<file path="config.mk">
export PLATFORM = sky130hd
export DESIGN_NAME = estacao_reserva
export DESIGN_NICKNAME = d
export VERILOG_FILES = /design/src/rtl/estacao_reserva.sv
export SDC_FILE = /design/constraint.sdc
export NUM_CORES = 1
export LEC_CHECK = 0
export ABC_AREA = 1
export BUFFER_PORTS_ARGS = -buffer_cell sky130_fd_sc_hd__buf_2
export CAP_MARGIN = 5
export CORE_UTILIZATION = 30
export DETAILED_ROUTE_END_ITERATION = 10
export GPL_TIMING_DRIVEN = 0
export PLACE_DENSITY = 0.45
export SYNTH_ARGS = -nofsm -noshare
export SYNTH_HDL_FRONTEND = slang
export SYNTH_SLANG_ARGS = --single-unit
</file>
<file path="constraint.sdc">
create_clock -name Clock -period 2.1 [get_ports Clock]
set_input_delay 0.21 -clock Clock [delete_from_list [all_inputs] [get_ports Clock]]
set_output_delay 0.21 -clock Clock [all_outputs]
set_load 0.01 [all_outputs]
</file>
<file path="src/rtl/estacao_reserva.sv">
// rtl/estacao_reserva.sv - Tomasulo reservation station with CDB snooping and round-robin dispatch
//
// Holds DEPTH entries (op, Vj/Vk, Qj/Qk); pending operands are resolved by snooping
// the CDB, and one READY entry per cycle is moved into a registered dispatch slot.
// An entry keeps its tag reserved until its own result is broadcast on the CDB.
//
// Ports:
//   Clock, Reset                  rising-edge clock, asynchronous active-low reset
//   Issue_valid/Issue_ready       issue handshake; Issue_ready = some entry FREE
//   Issue_op/Vj/Vk/Qj/Qk          issued instruction; Q = producer tag, 0 = value valid
//   Issue_tag                     tag of the entry that would accept this issue
//   CDB_valid/Qi_CDB/Qi_CDB_data  common data bus broadcast
//   Disp_valid/Disp_ready         registered dispatch handshake towards the UF
//   Disp_op/Vj/Vk/tag             dispatch payload
//   Full                          no FREE entry
module estacao_reserva #(
   parameter int                 DEPTH       = 3,
   parameter int                 DATA_W      = 16,
   parameter int                 TAG_W       = 3,
   parameter int                 OP_W        = 4,
   parameter logic [TAG_W-1:0]   RS_TAG_BASE = 3'd1,
   parameter logic [DATA_W-1:0]  V_SEM_VALOR = 16'hFFF0,
   parameter logic [TAG_W-1:0]   Q_SEM_VALOR = 3'b000
) (
   input  logic              Clock,
   input  logic              Reset,
   input  logic              Issue_valid,
   output logic              Issue_ready,
   input  logic [OP_W-1:0]   Issue_op,
   input  logic [DATA_W-1:0] Issue_Vj,
   input  logic [DATA_W-1:0] Issue_Vk,
   input  logic [TAG_W-1:0]  Issue_Qj,
   input  logic [TAG_W-1:0]  Issue_Qk,
   output logic [TAG_W-1:0]  Issue_tag,
   input  logic              CDB_valid,
   input  logic [TAG_W-1:0]  Qi_CDB,
   input  logic [DATA_W-1:0] Qi_CDB_data,
   output logic              Disp_valid,
   input  logic              Disp_ready,
   output logic [OP_W-1:0]   Disp_op,
   output logic [DATA_W-1:0] Disp_Vj,
   output logic [DATA_W-1:0] Disp_Vk,
   output logic [TAG_W-1:0]  Disp_tag,
   output logic              Full
);

   localparam int IDX_W = (DEPTH > 1) ? $clog2(DEPTH) : 1;

   localparam logic [1:0] S_FREE  = 2'd0;
   localparam logic [1:0] S_WAIT  = 2'd1;
   localparam logic [1:0] S_READY = 2'd2;
   localparam logic [1:0] S_EXEC  = 2'd3;

   logic [1:0]        st   [DEPTH];
   logic [1:0]        st_n [DEPTH];
   logic [OP_W-1:0]   op   [DEPTH];
   logic [OP_W-1:0]   op_n [DEPTH];
   logic [DATA_W-1:0] vj   [DEPTH];
   logic [DATA_W-1:0] vj_n [DEPTH];
   logic [DATA_W-1:0] vk   [DEPTH];
   logic [DATA_W-1:0] vk_n [DEPTH];
   logic [TAG_W-1:0]  qj   [DEPTH];
   logic [TAG_W-1:0]  qj_n [DEPTH];
   logic [TAG_W-1:0]  qk   [DEPTH];
   logic [TAG_W-1:0]  qk_n [DEPTH];

   logic              dv_q, dv_n;
   logic [OP_W-1:0]   dop_q, dop_n;
   logic [DATA_W-1:0] dvj_q, dvj_n, dvk_q, dvk_n;
   logic [TAG_W-1:0]  dtag_q, dtag_n;
   logic [IDX_W-1:0]  last_q, last_n;

   logic              free_found, ready_found;
   logic [IDX_W-1:0]  free_idx, sel_idx;
   int                rr_idx;

   // Issue slot (lowest-index FREE) and round-robin pick among READY entries.
   always_comb begin
      free_found  = 1'b0;
      free_idx    = '0;
      ready_found = 1'b0;
      sel_idx     = '0;
      rr_idx      = 0;
      for (int i = DEPTH - 1; i >= 0; i--) begin
         if (st[i] == S_FREE) begin
            free_found = 1'b1;
            free_idx   = IDX_W'(i);
         end
      end
      for (int k = 1; k <= DEPTH; k++) begin
         rr_idx = (int'(last_q) + k) % DEPTH;
         if (!ready_found && st[rr_idx] == S_READY) begin
            ready_found = 1'b1;
            sel_idx     = IDX_W'(rr_idx);
         end
      end
      Issue_ready = free_found;
      Full        = !free_found;
      Issue_tag   = RS_TAG_BASE + TAG_W'(free_idx);
   end

   // Next-state for every entry and for the dispatch register.
   always_comb begin
      logic              issue_fire, load;
      logic [DATA_W-1:0] bvj, bvk;
      logic [TAG_W-1:0]  bqj, bqk;

      st_n   = st;
      op_n   = op;
      vj_n   = vj;
      vk_n   = vk;
      qj_n   = qj;
      qk_n   = qk;
      dv_n   = dv_q;
      dop_n  = dop_q;
      dvj_n  = dvj_q;
      dvk_n  = dvk_q;
      dtag_n = dtag_q;
      last_n = last_q;

      issue_fire = Issue_valid && free_found;
      load       = !dv_q || Disp_ready;

      // Same-cycle bypass: an operand whose producer is broadcasting right now is captured directly.
      bvj = Issue_Vj;
      bqj = Issue_Qj;
      bvk = Issue_Vk;
      bqk = Issue_Qk;
      if (CDB_valid && Issue_Qj != Q_SEM_VALOR && Issue_Qj == Qi_CDB) begin
         bvj = Qi_CDB_data;
         bqj = Q_SEM_VALOR;
      end
      if (CDB_valid && Issue_Qk != Q_SEM_VALOR && Issue_Qk == Qi_CDB) begin
         bvk = Qi_CDB_data;
         bqk = Q_SEM_VALOR;
      end

      if (load)
         dv_n = ready_found;

      for (int i = 0; i < DEPTH; i++) begin
         case (st[i])
            S_WAIT: begin
               if (CDB_valid && qj[i] != Q_SEM_VALOR && qj[i] == Qi_CDB) begin
                  vj_n[i] = Qi_CDB_data;
                  qj_n[i] = Q_SEM_VALOR;
               end
               if (CDB_valid && qk[i] != Q_SEM_VALOR && qk[i] == Qi_CDB) begin
                  vk_n[i] = Qi_CDB_data;
                  qk_n[i] = Q_SEM_VALOR;
               end
               if (qj_n[i] == Q_SEM_VALOR && qk_n[i] == Q_SEM_VALOR)
                  st_n[i] = S_READY;
            end
            S_READY: begin
               if (load && ready_found && sel_idx == IDX_W'(i)) begin
                  st_n[i] = S_EXEC;
                  dop_n   = op[i];
                  dvj_n   = vj[i];
                  dvk_n   = vk[i];
                  dtag_n  = RS_TAG_BASE + TAG_W'(i);
                  last_n  = IDX_W'(i);
               end
            end
            S_EXEC: begin
               // The tag stays reserved until the UF broadcasts this entry's own result.
               if (CDB_valid && Qi_CDB == RS_TAG_BASE + TAG_W'(i))
                  st_n[i] = S_FREE;
            end
            default: begin
               if (issue_fire && free_idx == IDX_W'(i)) begin
                  op_n[i] = Issue_op;
                  vj_n[i] = bvj;
                  vk_n[i] = bvk;
                  qj_n[i] = bqj;
                  qk_n[i] = bqk;
                  st_n[i] = (bqj == Q_SEM_VALOR && bqk == Q_SEM_VALOR) ? S_READY : S_WAIT;
               end
            end
         endcase
      end
   end

   always_ff @(posedge Clock or negedge Reset) begin
      if (!Reset) begin
         for (int i = 0; i < DEPTH; i++) begin
            st[i] <= S_FREE;
            op[i] <= '0;
            vj[i] <= V_SEM_VALOR;
            vk[i] <= V_SEM_VALOR;
            qj[i] <= Q_SEM_VALOR;
            qk[i] <= Q_SEM_VALOR;
         end
         dv_q   <= 1'b0;
         dop_q  <= '0;
         dvj_q  <= '0;
         dvk_q  <= '0;
         dtag_q <= '0;
         last_q <= IDX_W'(DEPTH - 1);
      end else begin
         st     <= st_n;
         op     <= op_n;
         vj     <= vj_n;
         vk     <= vk_n;
         qj     <= qj_n;
         qk     <= qk_n;
         dv_q   <= dv_n;
         dop_q  <= dop_n;
         dvj_q  <= dvj_n;
         dvk_q  <= dvk_n;
         dtag_q <= dtag_n;
         last_q <= last_n;
      end
   end

   assign Disp_valid = dv_q;
   assign Disp_op    = dop_q;
   assign Disp_Vj    = dvj_q;
   assign Disp_Vk    = dvk_q;
   assign Disp_tag   = dtag_q;

endmodule

</file>
[Yosys cells after proc, flatten, opt, wreduce, memory -nomap -nowiden]
Cells that the tools add are included.
Word-level totals
  register bits after elaboration: 174
  bits in latches: 0
  memory bits (writable): 0
  ROM bits: 0
  bits of input ports: 66
  output and inout bits: 45
  logic and storage cells: 284
  memories: 0
Operators by class
  add/subtract/negate cells: 4
  $mul: 0
  divide/modulo/power cells: 3
  order comparisons: 3
  eq/ne operators: 42
  shift operators: 0
  muxes and demuxes: 113
  bitwise logic cells: 9
  reduce and logical (&&, ||, !) cells: 86
Operators by type and width (count)
  2-to-1 mux 16 bit: 26
  case mux 16 bit (2 select lines): 6
  >= comparator 32 x 3 -> 1 bit, second input constant: 3
  modulo 32 x 3 -> 32 bit, second input constant: 3
  NOT 32 bit: 3
  2-to-1 mux 3 bit: 26
  2-to-1 mux 2 bit: 31
  case mux 3 bit (2 select lines): 6
  logical AND 1 bit: 33
  inequality test 2 bit, second input constant: 15
  equality test 3 bit: 8
  logical NOT 3 bit: 8
  2-to-1 mux 4 bit: 6
  nonzero test 3 bit: 8
  equality test 2 bit, second input constant: 11
  case mux 2 bit (3 select lines): 3
  AND reduction 3 bit: 6
  binary-select mux 2 bit (select 2 bit): 3
  AND reduction 2 bit: 6
  AND reduction 4 bit: 3
  nonzero test 4 bit: 3
  equality test 2 x 1 -> 1 bit, second input constant: 5
  logical NOT 2 bit: 5
  OR reduction 3 bit: 3
  11 further kinds: 30

[Longest topological paths before layout]
Gate-level depths: netlist of run 1.
  word-level depth: 22
  mapped depth: 18
  depth with buffers taken out: 16

[Worst setup path before layout of run 1]
Ideal clock, no wire load.
  kind: register -> register
  start point: register last_q[1]
  end point: register dop_q[3], in the netlist Disp_op[3]
  library setup time: 0.124 ns
  data arrival time: 2.047 ns
  required time: 1.976 ns
  path slack: -0.070 ns
  cell stages (with the launch flop): 15
  path buffers: 3
  period minus slack after synthesis: 2.170 ns
  path through: dfstp_2 > ha_1 > inv_2 > nand3_1 > nand2_2 > nor2_4 > nand3_2 > nand3_2 > buf_6 > nor2_4 > nand2_2 > buf_6 > buf_6 > o21ai_1 > o21bai_2
Between the ends
  longest elaborated chain between the ends: 22
  elaborated cells between the ends (all ways): 44
  classes of those cells: add/sub (3); div (3); eq/ne (5); mux (21); bitwise (3); reduce/logical (9)
RTL lines
  from (decl): line 71  | logic [IDX_W-1:0] last_q, last_n;
  from (signal assigned): line 199  | last_q <= IDX_W'(DEPTH - 1);
  from (signal assigned): line 212  | last_q <= last_n;
  adder 2 x 1 -> 3 bit: line 91  | rr_idx = (int'(last_q) + k) % DEPTH;
  modulo 32 x 3 -> 32 bit: line 91
  NOT 32 bit (implied by the code): line 92  | if (!ready_found && st[rr_idx] == S_READY) begin
  binary-select mux 2 bit (select 2 bit): line 92
  2-to-1 mux 2 bit (implied by the code) (2 in a row): line 92
  equality test 2 bit: line 92
  2-to-1 mux 1 bit: line 92
  logical NOT 1 bit: line 92
  (+6 left out)
  logical AND 1 bit: line 156  | if (load && ready_found && sel_idx == IDX_W'(i)) begin
  2-to-1 mux 4 bit: line 156
  2-to-1 mux 4 bit: line 142  | case (st[i])
  2-to-1 mux 4 bit: line 156
  2-to-1 mux 4 bit: line 142
  2-to-1 mux 4 bit: line 156
  2-to-1 mux 4 bit (*): line 142
  via dop_n[3]: line 68  | logic [OP_W-1:0] dop_q, dop_n;
  to (signal assigned): line 208  | dop_q <= dop_n;
  to (decl): line 68
The timed path passes the listed nets; every way through them passes the cells marked *. The select of a mux whose other input is x is not followed.
A chain may end at the register's enable or synchronous reset.

[Worst setup path in the final report of run 1]
  start point: register last_q[1]
  end point: register dvk_q[3], in the netlist Disp_Vk[3]
Between the ends
  longest elaborated chain between the ends: 22
  elaborated cells between the ends (all ways): 44
  classes of those cells: add/sub (3); div (3); eq/ne (5); mux (21); bitwise (3); reduce/logical (9)
RTL lines
  adder 2 x 1 -> 3 bit: line 91
  modulo 32 x 3 -> 32 bit: line 91
  NOT 32 bit (implied by the code): line 92
  binary-select mux 2 bit (select 2 bit): line 92
  2-to-1 mux 2 bit (implied by the code) (2 in a row): line 92
  equality test 2 bit: line 92
  2-to-1 mux 1 bit: line 92
  logical NOT 1 bit: line 92
  (+6 left out)
  logical AND 1 bit: line 156
  2-to-1 mux 16 bit: line 156
  2-to-1 mux 16 bit: line 142
  2-to-1 mux 16 bit: line 156
  2-to-1 mux 16 bit: line 142
  2-to-1 mux 16 bit: line 156
  2-to-1 mux 16 bit (*): line 142
  via dvk_n[3]: line 69  | logic [DATA_W-1:0] dvj_q, dvj_n, dvk_q, dvk_n;
  to (signal assigned): line 210  | dvk_q <= dvk_n;
  to (decl): line 69
Marks and branches as above.

==> results of run 1 <==
-- final cells by class --
| class | instances | area [µm²] | area share |
|---|---|---|---|
| multi-input cells | 808 | 5320 | 0.377 |
| flip-flops and latches | 174 | 4450 | 0.316 |
| repair buffers | 193 | 1640 | 0.116 |
| inverters | 195 | 762 | 0.0541 |
| plain buffers | 62 | 726 | 0.0515 |
| well taps | 435 | 544 | 0.0386 |
| clock buffers | 19 | 443 | 0.0314 |
| clock inverters | 13 | 210 | 0.0149 |
-- routing by layer --
layer,track usage,share of wire
met1,0.315,0.46
met4,0.0737,0.030
met3,0.0361,0.051
met5,0,0
met2,0.365,0.46
-- timing repair --
action,in CTS,in global routing
gates cloned,1,16
hold buffers,1,0
pin swaps,14,25
endpoints found under the setup margin,165,163
gates resized for setup,150,273
setup buffers,34,34
endpoints found under the hold margin,49,0
-- cells in the final DEF (no fill, tap or decap), types with 30 or more instances in the layout --
cell / count
sky130_fd_sc_hd__nand2_1: 202
sky130_fd_sc_hd__o21ai_0: 117
sky130_fd_sc_hd__buf_4: 48
sky130_fd_sc_hd__dfrtp_1: 101
sky130_fd_sc_hd__a31oi_1: 35
sky130_fd_sc_hd__dfstp_2: 73
sky130_fd_sc_hd__inv_1: 178
sky130_fd_sc_hd__nand2_2: 30
sky130_fd_sc_hd__o21ai_2: 31
sky130_fd_sc_hd__o21ai_1: 56
sky130_fd_sc_hd__buf_2: 114
sky130_fd_sc_hd__clkbuf_16: 31
sky130_fd_sc_hd__nand3_1: 30
sky130_fd_sc_hd__nor2_1: 33
-- power by group through the flow --
stage / logic [W] / registers [W] / clock network, W
after floorplan: 0.00678 / 0.00644 / 0
after global placement: 0.0104 / 0.00649 / 0
after detailed placement: 0.0105 / 0.00651 / 0
after CTS: 0.0124 / 0.00643 / 0.00369
after global routing: 0.0175 / 0.00670 / 0.00381
final: 0.0162 / 0.00651 / 0.00363
-- worst max-delay path, cell delays in order (launching register included) --
cell	delay, ps
sky130_fd_sc_hd__dfstp_2	610
sky130_fd_sc_hd__ha_4	250
sky130_fd_sc_hd__inv_4	70
sky130_fd_sc_hd__nand2_2	70
sky130_fd_sc_hd__nand3_2	80
sky130_fd_sc_hd__nand2_2	80
sky130_fd_sc_hd__nand4_1	100
sky130_fd_sc_hd__nand3_2	100
sky130_fd_sc_hd__buf_6	130
sky130_fd_sc_hd__nor2_4	150
sky130_fd_sc_hd__nand2_2	100
sky130_fd_sc_hd__buf_12	170
sky130_fd_sc_hd__buf_12	160
sky130_fd_sc_hd__nand2_1	70
sky130_fd_sc_hd__o21ai_1	80
sky130_fd_sc_hd__o21ai_1	150
-- logic make-up after synthesis --
group / Yosys count / share of synthesized area
buf+inv: 259 / 0.111
compound gates: 318 / 0.180
mux: 26 / 0.0265
flops: 174 / 0.453
simple gates: 430 / 0.195
fa+ha+maj: 17 / 0.0217
xor+xnor: 14 / 0.0125
other cells: 1 / 0.000382
-- cells in the mapped netlist (all sizes together) (15+ instances only) --
| cell type | number |
|---|---|
| dfstp | 73 |
| nand4 | 15 |
| o22ai | 39 |
| ha | 17 |
| a31oi | 36 |
| nand2 | 264 |
| buf | 42 |
| dfrtp | 101 |
| clkbuf | 22 |
| mux2i | 26 |
| o21ai | 207 |
| a21oi | 26 |
| inv | 194 |
| nor2 | 65 |
| nand3 | 47 |
| or2 | 27 |
-- per-stage QoR --
stage / utilization / setup slack (ps)
5_1_grt: 0.442 / -476
3_3_place_gp: 0.342 / -2310
4_1_cts: 0.393 / -271
3_5_place_dp: 0.343 / -1010
6_report: 0.442 / -361
2_1_floorplan: - / -1.13
-- flip-flops by register name, indices dropped and copies added (netlist names), 4 cells and up --
name and flops:
Disp_op 4, vj 48, st 6, qk 9
Disp_Vk 16, op 12, vk 48, Disp_Vj 16
qj 9
-- worst paths after layout --
kind	end	cells after the start
worst max-delay path	Disp_Vk[3]	15
worst min-delay path	op[10]	3
worst max register to register	Disp_Vk[3]	15
worst min register to register	vk[36]	2
max in group asynchronous	vj[7]	3
min in group asynchronous	qj[6]	2
==> impl_metrics.json, run 1 <==
{
  "coreArea_um2": 31900,
  "grt_overflow": 0,
  "arrival_ps": 2820,
  "max_freq_ghz": 0.406,
  "drcViolationCount": 0,
  "irDropWorstVdd_v": 0.000807,
  "timing.reg2reg.setup_slack_ps": -360,
  "antenna_found_initial": 1,
  "r2r-start": "last_q[1]",
  "min_from": "Issue_op[2]",
  "min_path_type": "input port to flip-flop",
  "p_sw_frac": 0.443,
  "fin_ws_ps": -361,
  "grt_start_max_net_pins": 92,
  "ys_ff_latch": 174,
  "synth_top_cells_by_area": "sky130_fd_sc_hd__dfrtp_1 26%, sky130_fd_sc_hd__dfstp_2 20%, sky130_fd_sc_hd__nand2_1 9.6%",
  "crit_path_start": "last_q[1]",
  "die_height_um": 183,
  "grt.total_usage": 0.228,
  "synth_cell_types": 42,
  "power.net_switching_w": 0.0117,
  "clock_tree.buffer_depth": 2,
  "cts.clk_slew.worst_paths_ps": 70,
  "finalPower_w": 0.0264,
  "post_route_cells_drive_above_1_share": 0.402,
  "final_area_um2": 14100,
  "mappedNetlistArea_um2": 9810,
  "finalCritPeriodShare": 1.17,
  "final.fill_count": 3260,
  "crit_path_max_fanout": 10,
  "report.final.slew_viol_count": 0,
  "cts_max_level": 4,
  "total_leakage_power_nw": 6.59,
  "hpwl_after_detailed_placement_um": 26000,
  "timing_worst_setup_path_type": "flip-flop to flip-flop",
  "cp_data_required_time_ps": 2460,
  "setup_viol_count_final": 113,
  "grt_first_pass_wirelength_um": 55900,
  "post_synth_net_total": 1322,
  "worst_setup_path_start_kind": "flip-flop",
  "violations_in_the_final_reports": "setup timing",
  "hold_violations": 0,
  "clock_sink_count": 174,
  "power_report.internal_total_w": 0.0147,
  "cell_count_after_synthesis": 1239,
  "netlist.area_leader.share": 0.258,
  "synth_edf_count": 0,
  "design.die.area_um2": 33400,
  "num_antenna_cells": 0,
  "comb_power_share": 0.616,
  "die_w_um": 183,
  "power_share_of_the_sequential_group": 0.247,
  "vias": 9512,
  "gp_congestion": 0.883,
  "critical_path.endpoint_type": "flip-flop",
  "cell_total_after_placement": 1783,
  "areal_power_density_over_the_cells_nw_per_um2": 1870,
  "worst-slew-pin-transition_ps": 860,
  "timing.max_cap.violations": 0,
  "route.detailed.wl_per_inst_um": 20.8,
  "clk_root_buffer_cell": "sky130_fd_sc_hd__clkbuf_16",
  "io_pins": 111,
  "synth.yosys.seq_area_share": 0.453,
  "finalNetCount": 1534,
  "synth-warning-count": 0,
  "setup_total_negative_slack_ps": -16890,
  "cts_tree": "done",
  "synth-main-ff-cell": "sky130_fd_sc_hd__dfrtp_1",
  "power_frac_clock": 0.138,
  "post_synthesis_cell_type_with_the_largest_combined_area": "sky130_fd_sc_hd__dfrtp_1",
  "route.antenna.remaining_nets": 0,
  "finalNonFillerCells": 1899,
  "status": "complete, but fails checks",
  "finalClockSkew_ps": 11.7,
  "drt_pass1_iterations": 7,
  "timing.final.crit_period_ps": 2460,
  "core.rowCount": 65,
  "initial_core_util": 0.308,
  "port-buffer-count": 108,
  "routed_wirelength_um": 39600,
  "grt_pass1_vias": 8876,
  "syn_avg_cell_area_um2": 7.92,
  "rsz0062_at_grt": "yes",
  "flow.area_growth_from_synthesis_pct": 43.6,
  "insertion_delay_ps": 450,
  "drtIter0Drc": 613,
  "asyncSetResetFlopFracSynth": 1.00,
  "cts_buffers": 17,
  "placedInstanceArea_um2": 10900,
  "drt-vias-per-instance": 5.01,
  "hold-worst-slack_ps": 30.8,
  "max_slew_margin": 0.427
}
Note: power is estimated with default switching activity, not from simulation.
==> run 2, diff against run 1 <==
--- a/config.mk
+++ b/config.mk
@@ -8,6 +8,7 @@
 export ABC_AREA = 1
 export BUFFER_PORTS_ARGS = -buffer_cell sky130_fd_sc_hd__buf_2
 export CAP_MARGIN = 5
+export CORE_ASPECT_RATIO = 1.25
 export CORE_UTILIZATION = 30
 export DETAILED_ROUTE_END_ITERATION = 10
 export GPL_TIMING_DRIVEN = 0
==> impl_metrics.json, run 2 (same netlist as run 1, synthesis figures left out) <==
{
  "reg2reg_depth": 15,
  "most_used_cell_along_the_critical_path": "sky130_fd_sc_hd__nand3_4",
  "hold_violations": 0,
  "violations_in_the_final_reports": "setup timing",
  "timing.final.crit_period_ps": 2420,
  "irDropWorstVdd_v": 0.000683,
  "post_route_cells_drive_above_1_share": 0.349,
  "report.final.slew_viol_count": 0,
  "finalCritPeriodShare": 1.15,
  "timing.max_cap.violations": 0,
  "io_pins": 111,
  "grt.total_usage": 0.237,
  "endpoint": "Disp_Vk[10]",
  "mostFrequentLayoutCells": "222 x sky130_fd_sc_hd__nand2_1, 177 x sky130_fd_sc_hd__inv_1, 144 x sky130_fd_sc_hd__o21ai_0, 114 x sky130_fd_sc_hd__buf_2, 99 x sky130_fd_sc_hd__dfrtp_1",
  "cp_cell_sequence": "ha_4, inv_4, nand2_2, nand3_4, nand2_4, nor2_4, nand3_2, nand3_4, buf_4, nand3_4, buf_12, buf_4, buf_12, nand3_2, a21oi_2",
  "die_w_um": 164,
  "drcViolationCount": 0,
  "cp_data_required_time_ps": 2430,
  "route.antenna.remaining_nets": 0,
  "worst-slew-pin-transition_ps": 669,
  "total_leakage_power_nw": 6.22,
  "clock_sink_count": 174,
  "timing_worst_setup_path_type": "flip-flop to flip-flop",
  "crit_family": "simple AND/OR/NAND/NOR gates",
  "finalClockSkew_ps": 12.3,
  "r2r-start": "last_q[1]",
  "cts_buffers": 17,
  "place_worst_setup_slack_ps": -1180,
  "vias": 9377,
  "worst_setup_path_start_kind": "flip-flop",
  "areal_power_density_over_the_cells_nw_per_um2": 1820,
  "hpwl_after_detailed_placement_um": 26100,
  "grt_start_max_net_pins": 106,
  "antenna_found_initial": 0,
  "cts_tree": "done",
  "num_antenna_cells": 0,
  "initial_core_util": 0.307,
  "largestRegisters": "vj (48), vk (48)",
  "crit_path_max_fanout": 10,
  "coreArea_um2": 32000,
  "setup_viol_count_final": 46,
  "worst_hold_path.num_cells": 3,
  "routed_wirelength_um": 38800,
  "fin_ws_ps": -316,
  "max_slew_margin": 0.554,
  "drt_pass1_iterations": 5,
  "grt_first_pass_wirelength_um": 57400,
  "arrival_ps": 2750,
  "insertion_delay_ps": 450,
  "die_height_um": 204,
  "min_path_type": "input port to flip-flop",
  "core.rowCount": 73,
  "route.detailed.wl_per_inst_um": 20.9,
  "port-buffer-count": 108,
  "flow.area_growth_from_synthesis_pct": 34.3,
  "cp.depth": 15,
  "timing.critical_path.slowest_cell_delay_ps": 590,
  "finalNetCount": 1519,
  "worst-path-buf-inv": 5,
  "clock_tree.buffer_depth": 2,
  "gp_congestion": 0.851,
  "finalPower_w": 0.0239,
  "design.die.area_um2": 33400,
  "critical_path.slowest_cell": "sky130_fd_sc_hd__dfstp_2",
  "critical_path.endpoint_type": "flip-flop",
  "most_common_cell_after_layout_fill_and_taps_aside": "sky130_fd_sc_hd__nand2_1",
  "worst_r2r_endpoint": "Disp_Vk[10]",
  "rsz0062_at_grt": "yes",
  "drtIter0Drc": 636,
  "grt_overflow": 0,
  "cts_max_level": 4,
  "timing.reg2reg.setup_slack_ps": -320,
  "crit_path_start": "last_q[1]",
  "grt_pass1_vias": 9350,
  "cts.clk_slew.worst_paths_ps": 70,
  "status": "complete, but fails checks",
  "clk_root_buffer_cell": "sky130_fd_sc_hd__clkbuf_16",
  "max_freq_ghz": 0.414,
  "drt-vias-per-instance": 5.04
}
==> run 2: cell count changes in the layout (fill, tap and decap cells not counted), sizes merged <==
cell | before | now
clkbuf | 50 | 42
nand2 | 266 | 264
buf | 223 | 218
clkinvlp | 4 | 8
inv | 195 | 194
bufinv | 5 | 2
==> run 2: worst reg2reg max path, stage by stage, from the launching register on <==
cell,delay (ps)
sky130_fd_sc_hd__dfstp_2,590
sky130_fd_sc_hd__ha_4,230
sky130_fd_sc_hd__inv_4,70
sky130_fd_sc_hd__nand2_2,80
sky130_fd_sc_hd__nand3_4,90
sky130_fd_sc_hd__nand2_4,60
sky130_fd_sc_hd__nor2_4,140
sky130_fd_sc_hd__nand3_2,100
sky130_fd_sc_hd__nand3_4,100
sky130_fd_sc_hd__buf_4,120
sky130_fd_sc_hd__nand3_4,110
sky130_fd_sc_hd__buf_12,180
sky130_fd_sc_hd__buf_4,140
sky130_fd_sc_hd__buf_12,140
sky130_fd_sc_hd__nand3_2,80
sky130_fd_sc_hd__a21oi_2,60
==> run 2: worst min path at each step <==
stage / slack [ps] / end / start
floorplan: -90 / Disp_Vj[0] / Reset
global placement: 460 / Disp_op[2] / op[2]
detailed placement: 230 / st[1] / Reset
CTS: 30 / op[9] / Issue_op[1]
global route: 50 / op[9] / Issue_op[1]
finish: 40 / op[10] / Issue_op[2]
==> run 2: layout make-up <==
cell class                 instances  area [µm²]
sequential                       174        4450
inverter                         195         766
clock buffer                      19         453
tap                              412         515
buffer                            63         693
multi-input combinational        806        4860
clock inverter                    13         138
timing repair buffer             179        1300
fill                            3290       18800
==> run 2: layer usage <==
metal  wire length, µm  global-route usage
met2             19100               0.402
met4              1180              0.0847
met3              1870              0.0308
met5                 0                   0
met1             16700               0.306
==> run 2: per-stage QoR <==
stage	TNS, ps	cell area [µm²]	instances	hold WS, ps	util
after global routing	-16960	13200	1861	54.3	0.412
after CTS	-9450	12400	1825	31.0	0.387
final	-11010	13200	1861	44.6	0.412
after global placement	-446390	10900	1759	461	0.340
after detailed placement	-123870	10900	1760	233	0.341
after floorplan	-1.13	9820	1239	-85.6	-
==> run 2: power breakdown <==
part	switching, W	internal [W]	leakage [nW]
clock network	0.00146	0.00182	0.275
logic	0.00844	0.00572	3.97
registers	0.000893	0.00559	1.98
total	0.0108	0.0131	6.22
==> run 2: timing repair <==
action | in CTS | in global routing
pin swaps | 14 | 14
hold buffers | 1 | 0
cloned | 0 | 6
endpoints found under the setup margin | 165 | 162
setup buffers | 33 | 30
gates resized for setup | 149 | 130
endpoints found under the hold margin | 58 | 0
==> run 3, diff against run 2 <==
==> constraint.sdc (replaced) <==
create_clock -name Clock -period 2.1 [get_ports Clock]
set_input_delay 0.21 -clock Clock [delete_from_list [all_inputs] [get_ports Clock]]
set_output_delay 0.21 -clock Clock [all_outputs]
set_load 0.1 [all_outputs]
==> impl_metrics.json, run 3 (same netlist as run 1, synthesis figures left out) <==
{
  "design.die.area_um2": 33400,
  "num_antenna_cells": 0,
  "die_height_um": 204,
  "most_used_cell_along_the_critical_path": "sky130_fd_sc_hd__nand2_2",
  "worst_r2r_endpoint": "Disp_Vk[12]",
  "hpwl_after_detailed_placement_um": 26700,
  "worst-slew-pin-transition_ps": 831,
  "r2r-start": "last_q[1]",
  "core.rowCount": 73,
  "post-route-util": 0.412,
  "worst_setup_path_start_kind": "flip-flop",
  "coreArea_um2": 32000,
  "timing.max_cap.violations": 0,
  "grt_start_max_net_pins": 94,
  "timing_worst_setup_path_type": "flip-flop to flip-flop",
  "finalNetCount": 1510,
  "min_path_type": "input port to flip-flop",
  "violations_in_the_final_reports": "setup timing",
  "critical_path.slowest_cell": "sky130_fd_sc_hd__dfstp_2",
  "io_pins": 111,
  "clock_tree.buffer_depth": 2,
  "final.fill_count": 3332,
  "drt-vias-per-instance": 5.03,
  "route.detailed.wl_per_inst_um": 20.9,
  "max_slew_margin": 0.446,
  "cts_buffers": 17,
  "drtIter0Drc": 649,
  "hold-path-endpoint": "op[9]",
  "grt_pass1_vias": 9241,
  "drcViolationCount": 0,
  "insertion_delay_ps": 450,
  "die_w_um": 164,
  "grt_overflow": 0,
  "largestRegisters": "vj (48), vk (48)",
  "worst_hold_path.num_cells": 3,
  "cts_max_level": 4,
  "clock_sink_count": 174,
  "cp_data_required_time_ps": 2470,
  "finalClockSkew_ps": 9.18,
  "fin_ws_ps": -297,
  "timing.critical_path.slowest_cell_delay_ps": 590,
  "post_route_cells_drive_above_1_share": 0.360,
  "cts.clk_slew.worst_paths_ps": 70,
  "max_freq_ghz": 0.417,
  "status": "complete, but fails checks",
  "cp_cell_sequence": "ha_4, inv_4, nand2_4, nand3_2, nand2_2, a31oi_2, nand2_2, nor2_4, nand2_2, buf_12, buf_12, nand2_2, nand3_2, a21oi_2",
  "cts_tree": "done",
  "vias": 9321,
  "clk_root_buffer_cell": "sky130_fd_sc_hd__clkbuf_16",
  "timing.final.crit_period_ps": 2400,
  "mostFrequentLayoutCells": "213 x sky130_fd_sc_hd__nand2_1, 174 x sky130_fd_sc_hd__inv_1, 137 x sky130_fd_sc_hd__o21ai_0, 110 x sky130_fd_sc_hd__buf_2, 100 x sky130_fd_sc_hd__dfrtp_1",
  "arrival_ps": 2770,
  "grt.total_usage": 0.232,
  "reg2reg_depth": 14,
  "initial_core_util": 0.307,
  "gp_congestion": 0.837,
  "flow.area_growth_from_synthesis_pct": 34.2,
  "routed_wirelength_um": 38700,
  "drt_pass1_iterations": 5,
  "hold_violations": 0,
  "setup_total_negative_slack_ps": -10220,
  "port-buffer-count": 108,
  "report.final.slew_viol_count": 0,
  "setup_viol_count_final": 46,
  "min_from": "Issue_op[1]",
  "hold-worst-slack_ps": 23.7,
  "grt_first_pass_wirelength_um": 56600,
  "timing.reg2reg.setup_slack_ps": -300,
  "crit_path_max_fanout": 10,
  "finalCritPeriodShare": 1.14,
  "antenna_found_initial": 0,
  "place_worst_setup_slack_ps": -1040,
  "rsz0062_at_grt": "yes",
  "critical_path.endpoint_type": "flip-flop",
  "most_common_cell_after_layout_fill_and_taps_aside": "sky130_fd_sc_hd__nand2_1",
  "route.antenna.remaining_nets": 0
}
## run 3: per-layer routing
metal / part of all wire / global-route usage / vias up / wire (µm)
met5: 0 / 0 / - / 0
met2: 0.50 / 0.409 / 288 / 19500
met3: 0.049 / 0.0323 / 57 / 1880
met1: 0.42 / 0.287 / 4555 / 16200
li1: - / - / 4421 / -
met4: 0.029 / 0.0823 / 0 / 1110
## run 3: final cells by class
type	count	area (µm²)	share of cell area
Multi-Input combinational cell	806	4950	0.376
Tap cell	412	515	0.0392
Clock inverter	12	111	0.00846
Buffer	62	676	0.0513
Clock buffer	20	447	0.0339
Timing Repair Buffer	171	1240	0.0946
Sequential cell	174	4450	0.338
Inverter	195	774	0.0588
## run 3: what timing repair did
item	4_1_cts	5_1_grt
gates resized for setup	131	141
setup buffers	30	23
endpoints found under the setup margin	162	161
cloned	1	7
hold buffers	1	0
endpoints found under the hold margin	46	0
pin swaps	15	27
## run 3: worst max-delay path: cells and delay by family, from the launching register on
kind | cells | cell delay, ps
AOI/OAI and AO/OA | 2 | 290
adders and majority gates | 1 | 240
buffers and inverters | 3 | 400
DFF | 1 | 590
and+or+nand+nor | 8 | 770
## run 3: stage by stage
step           instance area (µm²)  cells
2_1_floorplan                 9960   1239
3_3_place_gp                 11000   1759
3_5_place_dp                 11000   1760
4_1_cts                      12400   1823
5_1_grt                      13200   1852
6_report                     13200   1852
## run 3: worst max path at each step
stage / startpoint / end / slack (ps) / cells past startpoint
floorplan: st[3] / vj[35] / -110 / 12
global placement: Reset / op[2] / -2300 / 1
detailed placement: st[1] / qk[1] / -1040 / 7
CTS: last_q[1] / Disp_op[3] / -290 / 15
global route: last_q[1] / Disp_op[2] / -400 / 15
finish: last_q[1] / Disp_Vk[12] / -300 / 14
Power of run 3 is left out: the tool's default activity adds up to more than one toggle a clock period on the data nets, which glitch-free logic cannot reach.
